==> src/rtl/serial_adder.sv <==
// Bit-serial add/subtract, one bit per clock LSB first; done pulses WIDTH+1 edges after an accepted start.
// No backpressure: start is accepted only when idle or in the done cycle and is ignored while busy.
module serial_adder #(
  parameter int WIDTH = 8
) (
  input  logic             clk,
  input  logic             rst,
  input  logic             start,
  input  logic [WIDTH-1:0] a,
  input  logic [WIDTH-1:0] b,
  input  logic             cin,
  input  logic             sub,
  output logic             busy,
  output logic             done,
  output logic [WIDTH-1:0] sum,
  output logic             cout,
  output logic             overflow
);

  localparam int CW = (WIDTH > 1) ? $clog2(WIDTH) : 1;
  localparam logic [CW-1:0] LAST = CW'(WIDTH - 1);

  typedef enum logic [1:0] {IDLE, RUN, DONE} state_t;

  state_t           state;
  logic [WIDTH-1:0] op_a;
  logic [WIDTH-1:0] op_b;
  logic [WIDTH-1:0] shift;
  logic             carry;
  logic [CW-1:0]    cnt;
  logic             bit_s;
  logic             bit_c;

  assign bit_s = op_a[0] ^ op_b[0] ^ carry;
  assign bit_c = (op_a[0] & op_b[0]) | (op_a[0] & carry) | (op_b[0] & carry);

  always_ff @(posedge clk) begin
    if (rst) begin
      state    <= IDLE;
      op_a     <= '0;
      op_b     <= '0;
      shift    <= '0;
      carry    <= 1'b0;
      cnt      <= '0;
      busy     <= 1'b0;
      done     <= 1'b0;
      sum      <= '0;
      cout     <= 1'b0;
      overflow <= 1'b0;
    end else begin
      done <= 1'b0;
      case (state)
        IDLE, DONE: begin
          if (start) begin
            // Subtraction is A + ~B + 1: invert B and force the initial carry.
            op_a  <= a;
            op_b  <= sub ? ~b : b;
            carry <= sub ? 1'b1 : cin;
            cnt   <= '0;
            busy  <= 1'b1;
            state <= RUN;
          end else begin
            state <= IDLE;
          end
        end
        RUN: begin
          shift <= {bit_s, shift[WIDTH-1:1]};
          op_a  <= op_a >> 1;
          op_b  <= op_b >> 1;
          carry <= bit_c;
          if (cnt == LAST) begin
            // carry still holds the carry into the MSB on this edge.
            sum      <= {bit_s, shift[WIDTH-1:1]};
            cout     <= bit_c;
            overflow <= carry ^ bit_c;
            done     <= 1'b1;
            busy     <= 1'b0;
            state    <= DONE;
          end else begin
            cnt <= cnt + 1'b1;
          end
        end
        default: state <= IDLE;
      endcase
    end
  end

endmodule

==> config.mk <==
export PLATFORM = sky130hd
export DESIGN_NAME = serial_adder
export DESIGN_NICKNAME = d
export VERILOG_FILES = /design/src/rtl/serial_adder.sv
export SDC_FILE = /design/constraint.sdc
export NUM_CORES = 1
export LEC_CHECK = 0
export CAP_MARGIN = 20
export CORE_AREA = 2 2 60 62
export CTS_BUF_LIST = sky130_fd_sc_hd__clkbuf_8 sky130_fd_sc_hd__clkbuf_16
export DETAILED_ROUTE_END_ITERATION = 6
export DIE_AREA = 0 0 62 64
export PLACE_DENSITY = 0.88
export REMOVE_ABC_BUFFERS = 1
export SLEW_MARGIN = 20
export SYNTH_ARGS = -nofsm -noshare
export SYNTH_HDL_FRONTEND = slang
export SYNTH_SLANG_ARGS = --single-unit
==> constraint.sdc <==
create_clock -name clk -period 4.5 [get_ports clk]
set_clock_uncertainty 0.2 [all_clocks]
set_input_delay 0.9 -clock clk [delete_from_list [all_inputs] [get_ports clk]]
set_output_delay 0.9 -clock clk [all_outputs]
set_load 0.03 [all_outputs]
* After elaboration in Yosys (flattened, before gate mapping) *
Cells that the tools add are included.

word-level totals
  register bits after elaboration = 42
  latch bits = 0
  RAM bits = 0
  memory bits (read-only) = 0
  input port bits = 21
  output and inout port bits = 12
  logic and storage cells = 54
  memories = 0

operators by class
  $add $sub $neg = 1
  multipliers = 0
  div/mod/pow operators = 0
  order comparisons = 0
  eq/ne operators = 6
  shift operators = 0
  multiplexer cells = 18
  bitwise gates (word level) = 10
  reductions and logical operators = 8

operators with widths
  cell                                                 number
  one-hot mux 8 bit (2 select lines)                   2
  2-to-1 mux 8 bit                                     3
  NOT 8 bit                                            1
  2-to-1 mux 1 bit                                     6
  2-to-1 mux 3 bit                                     2
  inequality test 2 bit, second input constant         3
  one-hot mux 3 bit (2 select lines)                   1
  AND reduction 3 bit                                  2
  one-hot mux 1 bit (2 select lines)                   2
  one-hot mux 2 bit (2 select lines)                   1
  AND reduction 2 bit                                  2
  OR reduction 2 bit                                   2
  adder 3 x 1 -> 3 bit, second input constant          1
  AND 1 bit                                            3
  equality test 3 bit, second input constant           1
  bitwise XOR 1 bit                                    3
  equality test 2 x 1 -> 1 bit, second input constant  1
  equality test 2 bit, second input constant           1
  logical NOT 2 bit                                    1
  2-to-1 mux 2 bit                                     1
  OR 1 bit                                             2
  nonzero test 2 bit                                   1
  NOT 1 bit                                            1

* Depth between registers and ports, before layout *
Gate-level depths: netlist (run 1).

  depth in word-level cells = 4
  depth in mapped cells = 6
  mapped depth without buffers = 5

* Worst setup path before layout (run 1) *
No wires, ideal clock.

  kind = input -> register
  start = in start
  end = reg op_b[1]
  arrival time = 1.484 ns
  path slack = 2.684 ns
  cell stages on the path = 5
  cells stage by stage = nor2b_1 > buf_6 > buf_6 > a22oi_1 > a21oi_1

on the way
  cells in the longest elaborated chain, start to end = 2

ends and longest elaborated chain
  what                             line  source
  from (decl)                      8     input logic start,
  inequality test 2 bit (no line)  -
  AND reduction 2 bit (no line)    -
  to (signal assigned)             57    op_b <= sub ? ~b : b;
  to (signal assigned)             69    op_b <= op_b >> 1;
  to (decl)                        27    logic [WIDTH-1:0] op_b;

Every way passes these cells.
A chain may end at the register's enable or synchronous reset.

* Worst setup path in the final report (run 1) *
  start = reg sum[1]
  end = out sum[1]

RTL lines
  what                    line  source
  from (decl)             15    output logic [WIDTH-1:0] sum,
  from (signal assigned)  73    sum <= {bit_s, shift[WIDTH-1:1]};

No word-level cell between the ends.

==> reports/summary.txt, run 1 <==
GRT Overall Usage: 16.8%
outcome: finished clean
final setup TNS: 0 ns
initial core utilization: 53.3%
Hold/Removal Path Class: reg2reg
DRC Markers: 0
Slew Limit Fails: 0
ys async rst share: 0%
placer congestion estimate: 0.731
Worst Hold End: cout$_SDFFE_PP0P_
sequential-to-total area share from yosys stat: 46.9%
Longest Clk Path Bufs: 2
clk sinks: 41
Crit. End Element: primary output
Leak: 0.717 nW
TritonRoute pass-1 iters: 4
Primary FF master, synth: dfxtp_1
P&R area growth vs syn: 18.8%
WP data arrival: 1.29 ns
R2R Path Start: state[1]$_SDFFE_PP0P_
first-pass GRT wire length: 5030 microns
I/O Buffers: 32
H-tree depth: 2
max-cap viol count: 0
Seq cells post-synth: 41
via density per instance: 5.18
vias in the first global route: 1191
initial antenna violation count: 0
Top delay family on crit path: buffers and inverters
reg-to-reg endpoint: op_b[5]$_SDFFE_PP0P_
diode count: 0
postcts setup bufs: 0
Overflow after GRT: 0
worst path bufs/invs: 1
die height: 64 microns
final WL: 3020 microns
startpoint of the lowest-slack hold path: cout$_SDFFE_PP0P_
hold-fix buffers at CTS: 0
critical path class: reg2out
period utilisation layout: 53.1%
CTS buffer count: 5
setup ws final: 2.11 ns
DIE AREA: 0.00397 sq mm
Fmax: 0.418 GHz
Avg Inst Size Synth: 9.02 sq um
CP required: 3.40 ns
DR iter-0 viols: 65
Least-Margin Pin Slew: 0.920 ns
area of the multi-input gates: 791 sq um
vias after detailed routing: 1362
Crit Path Max Fanout: 2
CP max stage cell: clkdlybuf4s50_1
Yosys cell types: 27
Slew HR: 38.7%
Yosys top cell by area: dfxtp_1
final setup fails: 0
largest net degree at the start of global routing: 42
I/O Pins: 33
Reg2Reg Depth: 3
final hold vios: 0
RSZ-0062 raised after global routing: false
# fillers: 286
Pwr per Cell Area: 332 mW/mm^2
post-synth top area share: 46.9%
leading post-synthesis cells by cell area: dfxtp_1 (47%), a21oi_1 (10%), nand2_1 (7.9%)
slowest stage delay, CP: 0.67 ns
yosys warns: 0
WL/cell: 11.5 microns
root buf cell: clkbuf_8
nets: 242
CP cell instances: clkdlybuf4s50_1
cell count after synthesis: 194
row cnt: 21
Peak VDD IR: 169 uV
antenna-violating nets left: 0
Worst Hold Depth: 2
Register Area: 821 sq um
Placement Setup Slack: 2.07 ns
Clock Pin Slew Worst Setup and Hold Paths: 0.07 ns
hpwl dp: 2010 microns
post-synthesis instance area: 0.00175 sq mm
Post-synth EDFFs: 0
Min Clock Period, post-route: 2.39 ns
clk_lat worst skew: 0.29 ns
fraction of layout instances using a drive strength above 1: 8.29%
post-CTS sizing: 0
Startpoint Class: flop
Die Wd: 62 microns
core footprint: 0.00328 sq mm
r2r setup slk: 2.72 ns
CTS tree: yes
==> placed cells by master (no fill, tap or decap), types with 2 or more instances in the layout <==
cell and instances:
nand2b_1 2, a21oi_2 2, nand3_1 18, a22oi_1 14, clkdlybuf4s50_1 32, ha_1 2
buf_4 2, clkbuf_8 5, dfxtp_1 41, nand2_1 37, nor2_1 4, a21oi_1 35
xor2_1 8, nand3_2 2
==> final cells by class <==
class                      instances  share of cell area (%)
sequential                        41                    39.5
multi-input combinational        136                    38.0
timing repair buffer              34                    16.1
clock buffer                       5                    3.31
tap                               46                    2.77
clock inverter                     1                   0.241
==> power breakdown <==
| group | internal, mW | total [mW] | switching [mW] | leakage, nW |
|---|---|---|---|---|
| Combinational | 0.0408 | 0.0864 | 0.0456 | 0.343 |
| Clock | 0.102 | 0.216 | 0.114 | 0.0399 |
| Sequential | 0.378 | 0.387 | 0.00933 | 0.334 |
| Total | 0.521 | 0.690 | 0.169 | 0.717 |
==> per-layer routing <==
| layer | vias up | track usage (%) | routed length, microns |
|---|---|---|---|
| li1 | 707 | - | - |
| met1 | 615 | 21.5 | 1380 |
| met2 | 36 | 25.4 | 1410 |
| met3 | 4 | 6.28 | 193 |
| met4 | 0 | 6.12 | 36 |
| met5 | - | 0 | 0 |
==> logic make-up after synthesis <==
family	count (synthesis)	share of synthesized area, %
simple gates	70	19.5
flops	41	46.9
fa+ha+maj	3	2.57
compound gates	54	18.6
buf+inv	17	7.87
xor+xnor	9	4.51
==> sequential cells by signal, indices dropped and copies added (netlist names), 2 cells and up <==
name	cells
cnt	3
op_a	8
op_b	8
shift	7
state	2
sum	8
==> cell usage after synthesis, types with 2 or more instances <==
cell	instances
buf_6	9
ha_1	2
nand2b_1	2
nor2_1	4
clkbuf_1	5
buf_2	2
a22oi_1	14
nand3_2	2
a21oi_1	35
a21oi_2	2
nand2_1	37
nand3_1	18
xor2_1	8
dfxtp_1	41
==> stage by stage <==
step | area (sq um) | hold slack (ns) | util [%] | cells | power (mW)
floorplan | 1610 | 0.226 | - | 177 | 0.442
global placement | 2000 | 0.241 | 61.0 | 257 | 0.481
detailed placement | 2000 | 0.247 | 61.0 | 257 | 0.482
CTS | 2080 | 0.257 | 63.3 | 263 | 0.696
global route | 2080 | 0.279 | 63.3 | 263 | 0.724
finish | 2080 | 0.255 | 63.3 | 263 | 0.690
==> how the worst max path moves through the flow <==
stage                   startpoint              endpoint  slack, ns  cells after the start
2_1_floorplan                start  op_a[0]$_SDFFE_PP0P_       2.34                      3
6_report       sum[1]$_SDFFE_PP0P_                sum[1]       2.11                      1
3_5_place_dp                 start  op_b[5]$_SDFFE_PP0P_       2.07                      4
4_1_cts        sum[1]$_SDFFE_PP0P_                sum[1]       2.09                      1
3_3_place_gp                 start    carry$_SDFFE_PP0P_       2.08                      4
5_1_grt        sum[6]$_SDFFE_PP0P_                sum[6]       2.04                      1
Note: power is estimated with default switching activity, not from simulation.
==> run 2: changes to the inputs <==
CORE_AREA = 2 2 65 67   (was 2 2 60 62)
DIE_AREA = 0 0 67 69   (was 0 0 62 64)
PLACE_DENSITY = 0.8   (was 0.88)
clock period = 2.1 ns   (was 4.5 ns; I/O delays follow)
==> reports/summary.txt, run 2 (synthesis gave the netlist of run 1 again) <==
GRT Overall Usage: 14.9% (-2.0 points)
Top delay family on crit path: buffers and inverters
Worst Hold Depth: 2 (unchanged)
Leak: 0.734 nW (+2.5%)
largest net degree at the start of global routing: 42 (unchanged)
Final Power: 1.53 mW (+120%)
Placement Setup Slack: 0.173 ns (-1.90 ns)
nets: 243 (+0.41%)
period utilisation layout: 91.5%
Sw Ratio: 24.3% (-0.26 points)
Peak VDD IR: 404 uV (+140%)
vias in the first global route: 1198 (+0.59%)
slowest stage delay, CP: 0.67 ns (about the same)
clk_lat worst skew: 0.28 ns (about the same)
Overflow after GRT: 0 (unchanged)
CP cell instances: clkdlybuf4s50_1
I/O Buffers: 32 (unchanged)
final hold vios: 0 (unchanged)
first-pass GRT wire length: 5310 microns (+5.6%)
Pwr per Cell Area: 722 mW/mm^2 (+120%)
Reg power frac: 54.4% (-1.7 points)
Slew HR: 69.0% (+30 points)
die height: 69 microns (+7.8%)
Placed Instances: 262 (+1.9%)
clock network fraction of design power: 33.1% (+1.8 points)
internal power: 1.16 mW (+120%)
final setup TNS: 0 ns (unchanged)
diode count: 0 (unchanged)
H-tree depth: 2 (unchanged)
CP max stage cell: clkdlybuf4s50_1
most frequent cells in the layout: dfxtp_1 (41), nand2_1 (37), a21oi_1 (35), clkdlybuf4s50_1 (32), nand3_1 (18)
Hold/Removal Path Class: reg2reg
DRC Markers: 0 (unchanged)
Fmax: 0.520 GHz
Finished Layout Cells: 269 (+2.3%)
# fillers: 416 (+45%)
WL/cell: 12.1 microns (+5.5%)
CTS tree: yes
TritonRoute pass-1 iters: 4 (unchanged)
antenna-violating nets left: 0 (unchanged)
DIE AREA: 0.00462 sq mm (+17%)
Post-Place Cell Area: 0.00203 sq mm (+1.2%)
row cnt: 23 (+9.5%)
final setup fails: 0 (unchanged)
outcome: finished clean
max-cap viol count: 0 (unchanged)
Min Clock Period, post-route: 1.92 ns
hold-fix buffers at CTS: 0 (unchanged)
I/O Pins: 33 (unchanged)
RSZ-0062 raised after global routing: false
Crit. End Element: primary output
most common cell after layout, fill and taps aside: dfxtp_1
Reg2Reg Depth: 5 (+2)
root buf cell: clkbuf_8
fraction of layout instances using a drive strength above 1: 8.68% (+0.38 points)
Clock Pin Slew Worst Setup and Hold Paths: 0.07 ns (about the same)
Slew Limit Fails: 0 (unchanged)
P&R area growth vs syn: 21.0%
vias after detailed routing: 1399 (+2.7%)
postcts setup bufs: 0 (unchanged)
initial antenna violation count: 0 (unchanged)
critical path class: reg2out
initial core utilization: 44.7% (-8.6 points)
Least-Margin Pin Slew: 0.463 ns (-0.456 ns)
biggest regs: op_a: 8 flops, op_b: 8 flops, sum: 8 flops
clk sinks: 41 (unchanged)
Logic pwr share: 12.5% (about the same)
via density per instance: 5.20 (+0.43%)
Startpoint Class: flop
CP required: 1.48 ns (-1.92 ns)
critical path depth: 1 (unchanged)
post-CTS sizing: 0 (unchanged)
placer congestion estimate: 0.711 (-2.7%)
core footprint: 0.00391 sq mm (+19%)
Crit Path Max Fanout: 2 (unchanged)
hpwl dp: 2100 microns (+4.6%)
final WL: 3260 microns (+7.9%)
Die Wd: 67 microns (+8.1%)
Longest Clk Path Bufs: 2 (unchanged)
WP data arrival: 1.30 ns (about the same)
DR iter-0 viols: 80 (+23%)
CTS buffer count: 5 (unchanged)
setup ws final: 0.178 ns (-1.93 ns)
Design Area, Final: 0.00212 sq mm (+1.8%)
Switch Pwr: 0.371 mW (+120%)
worst path bufs/invs: 1 (unchanged)
[run 2: power groups by stage]
stage / sequential (mW) / clock (mW) / combinational (mW)
5_1_grt: 0.836 / 0.553 / 0.212
2_1_floorplan: 0.847 / 0 / 0.101
6_report: 0.832 / 0.505 / 0.192
3_3_place_gp: 0.847 / 0 / 0.189
3_5_place_dp: 0.849 / 0 / 0.192
4_1_cts: 0.831 / 0.526 / 0.193
[run 2: path summary, 6_finish.rpt]
check / startpoint / endpoint / slack [ns]
worst min register to register: sum[5]$_SDFFE_PP0P_ / sum[5]$_SDFFE_PP0P_ / 0.25
worst max register to register: cnt[0]$_SDFFE_PP0P_ / overflow$_SDFFE_PP0P_ / 0.40
worst min-delay path: sum[5]$_SDFFE_PP0P_ / sum[5]$_SDFFE_PP0P_ / 0.25
worst max-delay path: busy$_SDFFE_PP0P_ / busy / 0.18
[run 2: tightest hold or removal path, delay by kind of cell (launching register included)]
family	cells	cell delay (ns)
compound gates	1	0.05
flops	1	0.31
simple gates	1	0.05
[run 2: cell type report]
type	count	area, sq um	share of cell area [%]
multi-input combinational	136	791	37.4
sequential	41	821	38.8
tap	50	62.6	2.96
timing repair buffer	35	355	16.8
clock inverter	1	3.75	0.177
clock buffer	6	82.6	3.90
[run 2: layer usage]
layer	vias up	global-route usage (%)	wire, microns
li1	711	-	-
met2	42	23.7	1670
met4	0	5.44	26
met1	642	18.1	1370
met5	-	0	0
met3	4	5.38	191
[run 2: through the flow]
step                util, %  hold WS (ns)
finish                 54.1         0.254
global route           54.1         0.283
CTS                    54.1         0.258
detailed placement     51.9         0.248
global placement       51.9         0.240
floorplan                 -         0.226
==> run 3: changes to the inputs <==
SKIP_CTS_REPAIR_TIMING = 1   (was not set)
==> results of run 3 <==
The final DEF is identical to that of run 2; final timing and power are the same.
